===== src/rtl/cpu_pkg.sv =====
// ---------------------------------------------------------------------------
// cpu_pkg
// Shared definitions for the hardwired control sequencer:
//   - register-file size and IR field positions
//   - opcode values and the matching ALU_select codes
//   - sequencer state encoding (RST, T0..T6, HALT)
//   - small decode helpers used by the next-state and output logic
// ---------------------------------------------------------------------------
package cpu_pkg;

    localparam int NREG = 16;
    localparam int OPW  = 5;
    localparam int RW   = 4;

    // IR field bit positions: op | ra | rb | rc | (unused low bits)
    localparam int OP_MSB = 31;
    localparam int OP_LSB = 27;
    localparam int RA_MSB = 26;
    localparam int RA_LSB = 23;
    localparam int RB_MSB = 22;
    localparam int RB_LSB = 19;
    localparam int RC_MSB = 18;
    localparam int RC_LSB = 15;

    // Opcodes
    localparam logic [OPW-1:0] OP_ADD  = 5'b00011;
    localparam logic [OPW-1:0] OP_SUB  = 5'b00100;
    localparam logic [OPW-1:0] OP_AND  = 5'b01001;
    localparam logic [OPW-1:0] OP_OR   = 5'b01010;
    localparam logic [OPW-1:0] OP_MUL  = 5'b01110;
    localparam logic [OPW-1:0] OP_DIV  = 5'b01111;
    localparam logic [OPW-1:0] OP_NEG  = 5'b10000;
    localparam logic [OPW-1:0] OP_NOT  = 5'b10001;
    localparam logic [OPW-1:0] OP_HALT = 5'b11011;

    // ALU operation codes driven on ALU_select
    localparam logic [3:0] ALU_NONE = 4'b0000;
    localparam logic [3:0] ALU_ADD  = 4'b0011;
    localparam logic [3:0] ALU_SUB  = 4'b0100;
    localparam logic [3:0] ALU_AND  = 4'b0101;
    localparam logic [3:0] ALU_OR   = 4'b0110;
    localparam logic [3:0] ALU_MUL  = 4'b1000;
    localparam logic [3:0] ALU_DIV  = 4'b1001;
    localparam logic [3:0] ALU_NEG  = 4'b1010;
    localparam logic [3:0] ALU_NOT  = 4'b1011;

    // Sequencer states
    typedef enum logic [3:0] {
        ST_RST  = 4'd0,
        ST_T0   = 4'd1,
        ST_T1   = 4'd2,
        ST_T2   = 4'd3,
        ST_T3   = 4'd4,
        ST_T4   = 4'd5,
        ST_T5   = 4'd6,
        ST_T6   = 4'd7,
        ST_HALT = 4'd8
    } state_t;

    // Maps an opcode to its ALU operation; unknown opcodes give ALU_NONE
    function automatic logic [3:0] aluSel(input logic [OPW-1:0] op);
        case (op)
            OP_ADD:  return ALU_ADD;
            OP_SUB:  return ALU_SUB;
            OP_AND:  return ALU_AND;
            OP_OR:   return ALU_OR;
            OP_MUL:  return ALU_MUL;
            OP_DIV:  return ALU_DIV;
            OP_NEG:  return ALU_NEG;
            OP_NOT:  return ALU_NOT;
            default: return ALU_NONE;
        endcase
    endfunction

    // True for every opcode that runs through the execute steps (HALT excluded)
    function automatic logic isAluOp(input logic [OPW-1:0] op);
        return aluSel(op) != ALU_NONE;
    endfunction

    // Single-source ops take their only operand from rb
    function automatic logic isUnaryOp(input logic [OPW-1:0] op);
        return (op == OP_NEG) || (op == OP_NOT);
    endfunction

    // Ops whose result is 64 bits and needs the extra HI/LO step
    function automatic logic isWideOp(input logic [OPW-1:0] op);
        return (op == OP_MUL) || (op == OP_DIV);
    endfunction

endpackage


===== src/rtl/reg_select_decoder.sv =====
// ---------------------------------------------------------------------------
// reg_select_decoder
// Turns a 4-bit register field into a one-hot register select.
// Ports:
//   i_field   in  4   register number (0..15, R0 included)
//   i_en      in  1   when low the output is all zero
//   o_onehot  out 16  bit n set when i_field == n and i_en == 1
// ---------------------------------------------------------------------------
module reg_select_decoder
    import cpu_pkg::*;
(
    input  logic [RW-1:0]   i_field,
    input  logic            i_en,
    output logic [NREG-1:0] o_onehot
);

    // Plain binary-to-one-hot decode gated by the enable
    always_comb begin
        o_onehot = '0;
        if (i_en) begin
            o_onehot[i_field] = 1'b1;
        end
    end

endmodule


===== src/rtl/control_unit.sv =====
// ---------------------------------------------------------------------------
// control_unit
// Hardwired Moore sequencer stepping each instruction through T0..T6 and
// driving the datapath control inputs. Outputs are a pure decode of the state
// register and the IR contents.
// Ports:
//   clk            in   1   rising-edge clock
//   reset          in   1   synchronous active-high reset
//   ir             in  32   datapath IR (op/ra/rb/rc fields)
//   r_in, r_out    out 16   one-hot register load enables / bus drives
//   PCout..inPortout out 1  bus drivers (at most one active per state)
//   PC_in..LO_in   out  1   register load enables
//   Inc_PC         out  1   ALU forms PC+1
//   read           out  1   MDR loads from memory
//   ALU_select     out  4   ALU operation
//   run            out  1   high while sequencing
// ---------------------------------------------------------------------------
module control_unit
    import cpu_pkg::*;
(
    input  logic            clk,
    input  logic            reset,
    input  logic [31:0]     ir,
    output logic [NREG-1:0] r_in,
    output logic [NREG-1:0] r_out,
    output logic            PCout,
    output logic            Zlowout,
    output logic            Zhighout,
    output logic            MDRout,
    output logic            HIout,
    output logic            LOout,
    output logic            Cout,
    output logic            inPortout,
    output logic            PC_in,
    output logic            IR_in,
    output logic            Y_in,
    output logic            Z_in,
    output logic            MAR_in,
    output logic            MDR_in,
    output logic            HI_in,
    output logic            LO_in,
    output logic            Inc_PC,
    output logic            read,
    output logic [3:0]      ALU_select,
    output logic            run
);

    state_t r_state;
    state_t w_nextState;

    logic [OPW-1:0] w_op;
    logic [RW-1:0]  w_ra;
    logic [RW-1:0]  w_rb;
    logic [RW-1:0]  w_rc;
    logic [14:0]    w_unused_irLow;

    logic           w_rinEn;
    logic           w_routEn;
    logic [RW-1:0]  w_routSel;

    assign w_op           = ir[OP_MSB:OP_LSB];
    assign w_ra           = ir[RA_MSB:RA_LSB];
    assign w_rb           = ir[RB_MSB:RB_LSB];
    assign w_rc           = ir[RC_MSB:RC_LSB];
    assign w_unused_irLow = ir[14:0];

    // State register; reset wins from any state and aborts the instruction
    always_ff @(posedge clk) begin
        if (reset) begin
            r_state <= ST_RST;
        end else begin
            r_state <= w_nextState;
        end
    end

    // Next-state logic. The opcode branch is taken in T3 because the new IR
    // value only becomes visible after the T2 edge.
    always_comb begin
        w_nextState = r_state;
        case (r_state)
            ST_RST:  w_nextState = ST_T0;
            ST_T0:   w_nextState = ST_T1;
            ST_T1:   w_nextState = ST_T2;
            ST_T2:   w_nextState = ST_T3;
            ST_T3: begin
                if (w_op == OP_HALT) begin
                    w_nextState = ST_HALT;
                end else if (!isAluOp(w_op)) begin
                    w_nextState = ST_T0;
                end else begin
                    w_nextState = ST_T4;
                end
            end
            ST_T4:   w_nextState = ST_T5;
            ST_T5:   w_nextState = isWideOp(w_op) ? ST_T6 : ST_T0;
            ST_T6:   w_nextState = ST_T0;
            ST_HALT: w_nextState = ST_HALT;
            default: w_nextState = ST_RST;
        endcase
    end

    // Output decode. Everything defaults low so RST, HALT and the T3 of an
    // invalid/HALT opcode leave the datapath untouched.
    always_comb begin
        PCout      = 1'b0;
        Zlowout    = 1'b0;
        Zhighout   = 1'b0;
        MDRout     = 1'b0;
        HIout      = 1'b0;
        LOout      = 1'b0;
        Cout       = 1'b0;
        inPortout  = 1'b0;
        PC_in      = 1'b0;
        IR_in      = 1'b0;
        Y_in       = 1'b0;
        Z_in       = 1'b0;
        MAR_in     = 1'b0;
        MDR_in     = 1'b0;
        HI_in      = 1'b0;
        LO_in      = 1'b0;
        Inc_PC     = 1'b0;
        read       = 1'b0;
        ALU_select = ALU_NONE;
        w_rinEn    = 1'b0;
        w_routEn   = 1'b0;
        w_routSel  = w_rb;
        run        = (r_state != ST_RST) && (r_state != ST_HALT);
        case (r_state)
            ST_T0: begin
                PCout  = 1'b1;
                MAR_in = 1'b1;
                Inc_PC = 1'b1;
                Z_in   = 1'b1;
            end
            ST_T1: begin
                Zlowout = 1'b1;
                PC_in   = 1'b1;
                read    = 1'b1;
                MDR_in  = 1'b1;
            end
            ST_T2: begin
                MDRout = 1'b1;
                IR_in  = 1'b1;
            end
            ST_T3: begin
                if (isAluOp(w_op)) begin
                    w_routEn = 1'b1;
                    Y_in     = 1'b1;
                end
            end
            ST_T4: begin
                ALU_select = aluSel(w_op);
                Z_in       = 1'b1;
                w_routEn   = 1'b1;
                w_routSel  = isUnaryOp(w_op) ? w_rb : w_rc;
            end
            ST_T5: begin
                Zlowout = 1'b1;
                if (isWideOp(w_op)) begin
                    LO_in = 1'b1;
                end else begin
                    w_rinEn = 1'b1;
                end
            end
            ST_T6: begin
                Zhighout = 1'b1;
                HI_in    = 1'b1;
            end
            default: begin
            end
        endcase
    end

    reg_select_decoder u_rinDecoder (
        .i_field  (w_ra),
        .i_en     (w_rinEn),
        .o_onehot (r_in)
    );

    reg_select_decoder u_routDecoder (
        .i_field  (w_routSel),
        .i_en     (w_routEn),
        .o_onehot (r_out)
    );

endmodule


===== config.mk =====
export PLATFORM = sky130hd
export DESIGN_NAME = control_unit
export DESIGN_NICKNAME = d
export VERILOG_FILES = /design/src/rtl/cpu_pkg.sv /design/src/rtl/reg_select_decoder.sv /design/src/rtl/control_unit.sv
export SDC_FILE = /design/constraint.sdc
export NUM_CORES = 1
export LEC_CHECK = 0
export CAP_MARGIN = 20
export CORE_MARGIN = 2
export CORE_UTILIZATION = 30
export CTS_CLUSTER_SIZE = 10
export DETAILED_ROUTE_END_ITERATION = 7
export PLACE_DENSITY = 0.78
export SYNTH_ARGS = -nofsm -noshare
export SYNTH_HDL_FRONTEND = slang
export SYNTH_SLANG_ARGS = --single-unit

===== constraint.sdc =====
create_clock -name clk -period 3.6 [get_ports clk]
set_input_delay 0.54 -clock clk [delete_from_list [all_inputs] [get_ports clk]]
set_output_delay 0.54 -clock clk [all_outputs]
set_load 0.01 [all_outputs]

; After elaboration in Yosys (flattened, before gate mapping)
; Memory sizes are Yosys's and may differ from the RTL's.
; Index checks and enable logic that the tools add are counted.
[totals]
elab_cells = 63
reg_bits = 4
output_inout_bits = 55
mem_bits_ro = 384
input_bits = 34
mem_count = 3
[op_classes]
mux = 29
eq_ne = 14
reduce_logical = 12
magnitude_cmp = 4
[memory_table]
columns = memory, words, word_bits, read_ports, rd_clocked_by_memory_dff, write_ports, line
row1 = (no name shown), 32, 4, 1, 0, 0, cpu_pkg.sv:62  ; case (op)
row2 = (no name shown), 32, 4, 1, 0, 0, cpu_pkg.sv:62
row3 = (no name shown), 32, 4, 1, 0, 0, cpu_pkg.sv:62
[op_table]
columns = operator, n
row1 = 2-to-1 mux 16 bit, 2
row2 = one-hot mux 4 bit (8 select lines), 1
row3 = 2-to-1 mux 4 bit, 7
row4 = "equality test 4 x 3 -> 1 bit, second input constant", 4
row5 = "equality test 5 bit, second input constant", 3
row6 = 2-to-1 mux 1 bit, 14
row7 = nonzero test 4 bit, 3
row8 = "equality test 5 x 4 -> 1 bit, second input constant", 2
row9 = "< comparator 4 x 5 -> 1 bit, second input constant", 2
row10 = demux 1 bit (select 4 bit), 2
row11 = "equality test 4 x 2 -> 1 bit, second input constant", 2
row12 = "greater-or-equal comparator 4 x 1 -> 1 bit, second input constant", 2
row13 = 2-to-1 mux 3 bit, 2
row14 = OR reduction 2 bit, 3
row15 = "equality test 4 x 1 -> 1 bit, second input constant", 1
row16 = "equality test 4 bit, second input constant", 1
row17 = logical NOT 4 bit, 1
row18 = "inequality test 4 bit, second input constant", 1
row19 = logical AND 1 bit, 3
row20 = logical OR 1 bit, 2
row21 = one-hot mux 1 bit (2 select lines), 1

; Longest topological paths before layout
[logic_depth]
ltp_word = 9
depth_mapped = 8
depth_no_buf = 7

; By module
; Synthesis repeated with hierarchy kept, for this count alone.
[hier_totals]
cells_unflattened = 144
hier_area_um2 = 963.4
[modules_own_cells]
columns = mod, seq_area_each_um2, cells_per_inst, area_each_um2, n_inst
row1 = control_unit, 80.1, 98, 725.7, 1
row2 = reg_select_decoder (u_rinDecoder), 0.0, 23, 120.1, 1
row3 = reg_select_decoder (u_routDecoder), 0.0, 23, 117.6, 1

; Worst setup path before layout
; OpenSTA, ideal clock, no wires.
[synth_path]
path_kind = input to output
start = input port ir[27]
end = output port r_out[11]
setup_slack_ns = 1.102
required_ns = 3.060
path_stages = 7
n_path_buf = 1
t_arrival_ns = 1.958
path_cell_list = inv_1 -> ha_1 -> or2_2 -> a31oi_4 -> buf_6 -> a31oi_1 -> nor3_1
[synth_via]
elab_chain_cells = 9
elab_cells_between_ends = 16
cone_classes = 2 x order compare / 2 x eq/ne / 8 x mux / 3 x reduce/logical / 1 x memory
[synth_rtl]
columns = item, line
row1 = "start, declared", control_unit.sv:23  ; input logic [31:0] ir,
row2 = equality test 5 bit, cpu_pkg.sv:82  ; return (op == OP_NEG) || (op == OP_NOT);
row3 = logical OR 1 bit, cpu_pkg.sv:82
row4 = 2-to-1 mux 4 bit, control_unit.sv:155  ; w_routSel = isUnaryOp(w_op) ? w_rb : w_rc;
row5 = 2-to-1 mux 4 bit, control_unit.sv:128  ; case (r_state)
row6 = < comparator 4 x 5 -> 1 bit (implied by the code) or greater-or-equal comparator 4 x 1 -> 1 bit (tied branches), reg_select_decoder.sv:21  ; o_onehot[i_field] = 1'b1;
row7 = logical AND 1 bit (implied by the code), reg_select_decoder.sv:21
row8 = 2-to-1 mux 1 bit (implied by the code), reg_select_decoder.sv:21
row9 = demux 1 bit (select 4 bit), n/a
row10 = 2-to-1 mux 16 bit *, reg_select_decoder.sv:20  ; if (i_en) begin
row11 = "end, declared", control_unit.sv:25  ; output logic [NREG-1:0] r_out,
; Every way passes the cells marked *; elsewhere a longest branch is shown, timed or not. The select of a mux whose other input is x is not followed.

; Worst setup path in the final report
[layout_path]
start = input port ir[27]
end = output port r_out[4]
; Same word-level chain as after synthesis.

==> summary.txt <==
Outcome
  – Outcome: finished clean

Placed design
  – Routability cong.: 0.864
  – Dpl cells: 250
  – Post-DP Area: 1660 um^2
  – PortBufs: 69
  – HPWL Detailed: 2290 um
  – Pre-CTS setup slack: -0.0439 ns

Synth
  – Top_reg_cell synth: dfxtp_1
  – Top-count cell post-synth: nor3_1
  – Register bit total from synthesis: 4
  – Synth top area cells: nor3_1 14%, nor2_1 8.7%, dfxtp_1 8.1%
  – Post-Syn Area: 995 um^2
  – Cell variety after synth: 40
  – Sequential area share after synthesis: 8.05%
  – Synth area leader: nor3_1
  – Post-synth top area share: 14.1%
  – Syn Area/Cell: 6.72 um^2
  – YS warnings: 0
  – Post-synth EDFFs: 0
  – Asr flop ratio synth: 0%
  – Most frequent cells after synthesis: 28 x nor3_1, 23 x nor2_1, 10 x buf_4
  – Cell count after synthesis: 148

CTS
  – CTS tree: built
  – CTS Buffer Depth: 2
  – Hold_buf cts: 0
  – Inserted Clock Buffers: 3
  – CTS sink count: 4
  – Root Buffer: clkbuf_4
  – Worst-path clk slew: 0.04 ns
  – Clock H-tree levels: 1
  – Skew-Pair Late Insertion Delay: 0.23 ns

Timing
  – Achievable Freq: 0.289 GHz
  – Max-slew violations: 0
  – Final period util: 96.0%
  – WHS: 0.643 ns
  – RSZ-0062 raised after global routing: yes
  – Sum of negative setup slack: 0 ns
  – Fin. Hold Viols: 0
  – Min cycle time layout: 3.46 ns
  – Setup WS post-layout: 0.144 ns
  – Worst Skew: 0.00446 ns
  – Final setup viols: 0

Die
  – Core Box Area: 3100 um^2
  – Die W: 61.6 um
  – Die area: 3790 um^2
  – IO Count: 89
  – Chip height: 61.6 um
  – Initial Util: 32.1%
  – Std cell rows: 20

Hold path
  – Worst Hold Class: flop to flop

Worst setup path
  – R2R setup slack: 2.06 ns
  – Worst-path maximum fanout: 16
  – Startpoint Class: input port
  – Critical path required time: 3.06 ns
  – CP Class: input port to primary output
  – Worst setup EP type: primary output
  – Arrival @ worst endpoint: 2.92 ns

GRT
  – Largest net degree at the start of global routing: 17
  – Global route overflow: 0
  – Number of global-route vias before repair: 1033
  – Global Route met1 Usage: 18.4%
  – Met2 Track Usage GR: 26.8%
  – First-pass GRT wire length: 4370 um
  – Initial antenna violation count: 0
  – GR Util All Layers: 14.7%
  – M3 GR Usage: 2.94%
  – Most Crowded Layer GR: met2

Job
  – Max_cap viols: 0

Detailed routing
  – Via-per-instance ratio: 4.88
  – Wire length per cell: 11.2 um
  – Final WL: 2850 um
  – 1st-iter DRT viols: 60
  – DRC violations left: 0
  – Pre-antenna DRT Iters: 4
  – Via Count: 1240
  – Antenna Nets Post-Route: 0

Final layout
  – Final net count: 250
  – Top Registers: r_state: 4 flops
  – Final Cell Area: 1750 um^2
  – Filler-free cell count of the finished design: 254
  – Max FFs per register: 4
  – Area Growth Syn to Fin: 75.8%
  – Diodes inserted: 0
  – Largest Register: r_state
  – Layout cells sized above 1: 11.0%
  – Fill cells: 313
  – Core Util, Final: 56.4%

Power
  – Leak: 0.641 nW
  – Design Power: 220 uW
  – Pwr dens: 126 nW/um^2
  – Worst vdd ir: 0.000271 V
metal layers:
metal | share of wire, % | up-vias | routed length, um
met1 | 46 | 535 | 1300
met5 | 0 | - | 0
met2 | 46 | 50 | 1320
met3 | 8.3 | 0 | 237
met4 | 0 | 0 | 0
li1 | - | 655 | -
power by group:
part / switching, mW / total (mW) / internal, mW / leakage, nW
combinational: 0.0551 / 0.113 / 0.0576 / 0.594
clock: 0.0179 / 0.0552 / 0.0373 / 0.0138
sequential: 0.00573 / 0.0523 / 0.0465 / 0.0328
total: 0.0787 / 0.220 / 0.141 / 0.641
worst max-delay path, cell delays in order:
cell and delay (ns):
clkdlybuf4s50_1 0.51, inv_1 0.08, ha_1 0.21, or2_2 0.32, a31oi_4 0.16, buf_12 0.17
nor3_1 0.05, a31oi_1 0.29, nor3_1 0.10, clkdlybuf4s50_1 0.49
timing repair:
action	CTS	global route
setup buffers	1	0
endpoints found under the setup margin	8	14
pin swaps	1	1
resized for setup	0	9
layout by cell type (no fill, tap or decap), drive strengths merged, types with 2 or more instances in the layout:
| master | n |
|---|---|
| a31oi | 10 |
| o211ai | 2 |
| nor2 | 23 |
| nand4b | 2 |
| nor2b | 5 |
| nand2 | 5 |
| a22oi | 3 |
| clkbuf | 3 |
| o21ai | 3 |
| or3 | 2 |
| clkdlybuf4s50 | 66 |
| inv | 7 |
| dfxtp | 4 |
| nor3 | 28 |
| dlymetal6s2s | 3 |
| mux2 | 2 |
| conb | 4 |
| ha | 4 |
| nor4 | 4 |
| buf | 5 |
| nand2b | 6 |
| nor3b | 4 |
| a21oi | 3 |
| nand4 | 2 |
area by class of cell:
class / count / area, um^2 / share of cell area [%]
multi-input cells: 122 / 805 / 46.0
repair buffers: 74 / 761 / 43.5
flip-flops and latches: 4 / 80.1 / 4.58
well taps: 44 / 55.1 / 3.15
inverters: 7 / 26.3 / 1.50
clock buffers: 3 / 22.5 / 1.29
logic make-up after synthesis:
group	count (synthesis)	synth area share (%)
simple gates	87	47.8
buf+inv	25	16.0
compound gates	24	19.6
fa+ha+maj	4	5.03
flops	4	8.05
mux	2	2.26
other cells	1	0.377
xor+xnor	1	0.881
worst paths after layout:
kind | from | endpoint | cells past startpoint
max | ir[27] | r_out[4] | 10
min | r_state[1] | r_state[3] | 1
max reg2reg | r_state[0] | r_state[2] | 5
min reg2reg | r_state[1] | r_state[3] | 1
No activity file was read; power rests on OpenSTA's default activity.
